File: config.mk
export PLATFORM = sky130hd
export DESIGN_NAME = video_sig_gen
export DESIGN_NICKNAME = d
export VERILOG_FILES = /design/src/rtl/video_sig_gen.sv
export SDC_FILE = /design/constraint.sdc
export NUM_CORES = 1
export LEC_CHECK = 0
export CAP_MARGIN = 20
export CORE_ASPECT_RATIO = 2
export CORE_UTILIZATION = 30
export DETAILED_ROUTE_END_ITERATION = 16
export DONT_BUFFER_PORTS = 1
export HOLD_SLACK_MARGIN = 0.1
export PLACE_DENSITY = 0.52
export SETUP_SLACK_MARGIN = 0.3
export SLEW_MARGIN = 20
export SYNTH_ARGS = -nofsm -noshare
export SYNTH_HDL_FRONTEND = slang
export SYNTH_SLANG_ARGS = --single-unit
File: constraint.sdc
create_clock -name clk_in -period 4.5 [get_ports clk_in]
set_input_delay 0.45 -clock clk_in [delete_from_list [all_inputs] [get_ports clk_in]]
set_output_delay 0.45 -clock clk_in [all_outputs]
set_load 0.03 [all_outputs]
File: src/rtl/video_sig_gen.sv
// video_sig_gen: free-running raster timing generator.
//
// Produces the pixel position (hcount_out, vcount_out) of a video raster
// together with sync, active-draw, new-frame and frame-count signals.
// Every output comes straight from a flop. All outputs are computed from the
// same next position, so the flags always describe the coordinates shown in
// the same cycle.
//
// Ports:
//   clk_in      in   1   pixel clock, rising-edge
//   rst_in      in   1   synchronous active-high reset
//   hcount_out  out  11  pixel column within line
//   vcount_out  out  10  line within frame
//   hs_out      out  1   horizontal sync, active low
//   vs_out      out  1   vertical sync, active low
//   ad_out      out  1   active draw (inside visible area)
//   nf_out      out  1   one-cycle new-frame pulse at (H_ACTIVE, V_ACTIVE)
//   fc_out      out  6   frame count modulo FPS
module video_sig_gen #(
    parameter int H_ACTIVE = 1024,
    parameter int H_FP     = 24,
    parameter int H_SYNC   = 136,
    parameter int H_BP     = 160,
    parameter int V_ACTIVE = 768,
    parameter int V_FP     = 3,
    parameter int V_SYNC   = 6,
    parameter int V_BP     = 29,
    parameter int FPS      = 60
) (
    input  logic        clk_in,
    input  logic        rst_in,
    output logic [10:0] hcount_out,
    output logic [9:0]  vcount_out,
    output logic        hs_out,
    output logic        vs_out,
    output logic        ad_out,
    output logic        nf_out,
    output logic [5:0]  fc_out
);

    localparam logic [10:0] H_LAST       = 11'(H_ACTIVE + H_FP + H_SYNC + H_BP - 1);
    localparam logic [9:0]  V_LAST       = 10'(V_ACTIVE + V_FP + V_SYNC + V_BP - 1);
    localparam logic [10:0] H_ACT        = 11'(H_ACTIVE);
    localparam logic [9:0]  V_ACT        = 10'(V_ACTIVE);
    localparam logic [10:0] H_SYNC_START = 11'(H_ACTIVE + H_FP);
    localparam logic [10:0] H_SYNC_END   = 11'(H_ACTIVE + H_FP + H_SYNC - 1);
    localparam logic [9:0]  V_SYNC_START = 10'(V_ACTIVE + V_FP);
    localparam logic [9:0]  V_SYNC_END   = 10'(V_ACTIVE + V_FP + V_SYNC - 1);
    localparam logic [5:0]  FC_LAST      = 6'(FPS - 1);

    // Low while in reset. The first edge after release presents (0,0) once
    // instead of advancing, so the raster always starts at the origin.
    logic        run_r;

    logic [10:0] h_next_s;
    logic [9:0]  v_next_s;
    logic        hs_next_s;
    logic        vs_next_s;
    logic        ad_next_s;
    logic        nf_next_s;
    logic [5:0]  fc_next_s;

    // Next raster position and the flags that belong to that position.
    always_comb begin
        h_next_s = hcount_out;
        v_next_s = vcount_out;
        if (!run_r) begin
            h_next_s = 11'd0;
            v_next_s = 10'd0;
        end else if (hcount_out == H_LAST) begin
            h_next_s = 11'd0;
            if (vcount_out == V_LAST) begin
                v_next_s = 10'd0;
            end else begin
                v_next_s = vcount_out + 10'd1;
            end
        end else begin
            h_next_s = hcount_out + 11'd1;
        end

        hs_next_s = !((h_next_s >= H_SYNC_START) && (h_next_s <= H_SYNC_END));
        vs_next_s = !((v_next_s >= V_SYNC_START) && (v_next_s <= V_SYNC_END));
        ad_next_s = (h_next_s < H_ACT) && (v_next_s < V_ACT);
        nf_next_s = (h_next_s == H_ACT) && (v_next_s == V_ACT);

        fc_next_s = fc_out;
        if (nf_next_s) begin
            if (fc_out == FC_LAST) begin
                fc_next_s = 6'd0;
            end else begin
                fc_next_s = fc_out + 6'd1;
            end
        end else begin
            fc_next_s = fc_out;
        end
    end

    // Output registers; reset overrides counting at any position.
    always_ff @(posedge clk_in) begin
        if (rst_in) begin
            run_r      <= 1'b0;
            hcount_out <= 11'd0;
            vcount_out <= 10'd0;
            hs_out     <= 1'b1;
            vs_out     <= 1'b1;
            ad_out     <= 1'b0;
            nf_out     <= 1'b0;
            fc_out     <= 6'd0;
        end else begin
            run_r      <= 1'b1;
            hcount_out <= h_next_s;
            vcount_out <= v_next_s;
            hs_out     <= hs_next_s;
            vs_out     <= vs_next_s;
            ad_out     <= ad_next_s;
            nf_out     <= nf_next_s;
            fc_out     <= fc_next_s;
        end
    end

endmodule

==> results.sh <==
export IMPL_dp_hpwl_mm=4.12
export IMPL_slew_headroom_pct=55.4
export IMPL_wl_per_cell_um=16.5
export IMPL_syn2layout_area_growth_pct=9.98
export IMPL_tightestPinTransition_ns=0.668
export IMPL_cts_tree="yes"
export IMPL_antenna_found_initial=0
export IMPL_io_buffers=0
export IMPL_final_layout_size_suffix_gt1_share_pct=9.17
export IMPL_synthFlopType="dfxtp_1"
export IMPL_grt_pass1_vias=1752
export IMPL_ys_seq_area_share_pct=31.9
export IMPL_cts_made_buffers=5
export IMPL_synth_top_area_share_pct=31.9
export IMPL_hold_depth=1
export IMPL_crit_required_ns=4.66
export IMPL_cp_end_kind="flip-flop"
export IMPL_ant_nets=0
export IMPL_drt_iter0_drc=96
export IMPL_tns_ns=0
export IMPL_async_reset_ff_share_pct=0
export IMPL_cellPowerDensity_mw_per_mm2=323
export IMPL_grt_use_total_pct=16.0
export IMPL_die_width_um=59.8
export IMPL_p_leak_nw=0.710
export IMPL_grt_start_max_net_pins=20
export IMPL_clkPwrFrac_pct=57.7
export IMPL_synth_cell_types=52
export IMPL_design_core_area_mm2=0.00636
export IMPL_initial_core_util_pct=31.5
export IMPL_gp_congestion=0.887
export IMPL_run_status="completed"
export IMPL_cts_htree_levels=2
export IMPL_seqPwrFrac_pct=40.8
export IMPL_r2r_worst_path_cells=8
export IMPL_syn_num_nets=250
export IMPL_swShare_pct=18.7
export IMPL_syn_instance_count=244
export IMPL_hold_class="input port to flip-flop"
export IMPL_dpl_cell_count=318
export IMPL_arrival_ns=3.15
export IMPL_chipHeight_um=118
export IMPL_postCtsResizedCells=0
export IMPL_rsz0062_at_grt="no"
export IMPL_synthTopCellsByCount="32 x dfxtp_1, 28 x nor2_1, 17 x nand2_1, 17 x nand3_1, 11 x o21ai_0"
export IMPL_ys_seq_elements=32
export IMPL_antennaDiodeCount=0
export IMPL_gr_total_overflow=0
export IMPL_synth_most_common_cell="dfxtp_1"
export IMPL_drtPass1Iterations=4
export IMPL_drv_slew=0
export IMPL_p_total_mw=0.713
export IMPL_yosys_top_cells_area="dfxtp_1 32%, nor2_1 5.2%, nand3_1 4.2%, nand2_1 3.2%, buf_6 2.8%"
export IMPL_postSynthAreaPerCell_um2=8.23
export IMPL_nFillCells=719
export IMPL_power_internal_mw=0.580
export IMPL_die_area_mm2=0.00704
export IMPL_ctsHoldBuffers=0
export IMPL_insertion_delay_ns=0.28
export IMPL_cts_root_buf="clkbuf_16"
export IMPL_finalSetupViolCount=0
export IMPL_clock_fmax_mhz=334
export IMPL_drc_errors=0
export IMPL_startpoint_type="flip-flop"
export IMPL_path_clk_slew_ns=0.05
export IMPL_wirelength_mm=5.37
export IMPL_yosysWarnings=0
export IMPL_syn_cell_area_mm2=0.00201
export IMPL_clock_sinks=32
export IMPL_grt_pass1_wl_mm=8.56
export IMPL_clockBufferDepth=2
export IMPL_p_switching_mw=0.134
export IMPL_synth_edff_count=0
export IMPL_viasPerCell=5.58
export IMPL_fin_crit_sh_pct=66.6
export IMPL_ir_drop_mv=0.162
export IMPL_nets=245
export IMPL_ios=33
export IMPL_fin_skew_ns=0.00631
export IMPL_hold_worst_slack_ns=0.239
export IMPL_hold_violations=0
export IMPL_vias=1818
export IMPL_instances_no_fill=326
export IMPL_yosysTopAreaCell="dfxtp_1"
export IMPL_combPwrFrac_pct=1.5
export IMPL_crit_fanout=19
export IMPL_fin_crit_ns=2.99
export IMPL_path_class="flip-flop to flip-flop"
export IMPL_cts_setup_buffers=0
export IMPL_rows=41
export IMPL_max_cap_viol_count=0
## final timing paths
path | from | to | slack, ns
worst min-delay path | rst_in | fc_out[1]$_SDFFE_PP0P_ | 0.24
worst min register to register | hcount_out[0]$_SDFF_PP0_ | hcount_out[0]$_SDFF_PP0_ | 0.62
worst max register to register | hcount_out[1]$_SDFF_PP0_ | vs_out$_SDFF_PP1_ | 1.51
worst max-delay path | hcount_out[1]$_SDFF_PP0_ | vs_out$_SDFF_PP1_ | 1.51
## power groups by stage
stage               logic [mW]  clock network, mW  registers (mW)
floorplan               0.0111                  0           0.295
global placement        0.0111                  0           0.297
detailed placement      0.0109                  0           0.297
CTS                     0.0110              0.419           0.291
global route            0.0121              0.431           0.292
finish                  0.0107              0.411           0.291
## cell families after synthesis
logic type      share of synthesized area, %
simple gates                            34.9
compound gates                          19.0
flops                                   31.9
buf+inv                                 5.80
xor+xnor                                4.80
fa+ha+maj                               2.49
mux                                     1.12
## area by class of cell
type                       instances  area, µm²  share of cell area [%]
multi-input combinational        193       1250                    56.6
clock inverter                     1       30.0                    1.36
tap                               86        108                    4.88
sequential                        32        641                    29.0
clock buffer                       7        153                    6.92
inverter                           7       26.3                    1.19
## worst max-delay path, stage by stage (launching register included)
cell and delay, ns:
dfxtp_1 0.59, ha_1 0.34, and2_1 0.30, nand4_4 0.30
nor2_1 0.22, nand2_1 0.09, a21oi_1 0.51, nand2_1 0.17
or3_1 0.34
## per-stage QoR
stage	util [%]	cell area, µm²	setup WS, ns
floorplan	-	2010	1.87
global placement	31.8	2020	1.60
detailed placement	31.8	2020	1.56
CTS	34.7	2210	1.54
global route	34.7	2210	1.30
finish	34.7	2210	1.51
## routing by layer
metal | routed length (µm) | GRT usage [%]
met1 | 1920 | 15.3
met3 | 271 | 3.85
met4 | 194 | 9.16
met5 | 0 | 0
met2 | 2990 | 29.1
## placed cells by master, fill, tap and decap left out, types with 3 or more instances in the layout
cell       count
dfxtp_1       32
nor2_1        28
nand3_1       17
nand2_1       17
o21ai_0       11
nor3_1        10
a21oi_1       10
and3_1         8
nand4_1        8
inv_1          7
xnor2_1        6
xor2_1         5
o211ai_1       5
nor2b_1        5
clkbuf_16      5
and2_1         4
a31oi_1        4
o31ai_1        4
ha_1           4
o31a_1         3
o21a_1         3
nor4_1         3
and4_1         3
o41ai_1        3
## sequential cells by signal, summed over array words and instances, names as in the netlist
signal / count
fc_out: 6
vcount_out: 10
vs_out: 1
hs_out: 1
hcount_out: 11
run_r: 1
nf_out: 1
ad_out: 1
Power figures use the tool's default switching activity.
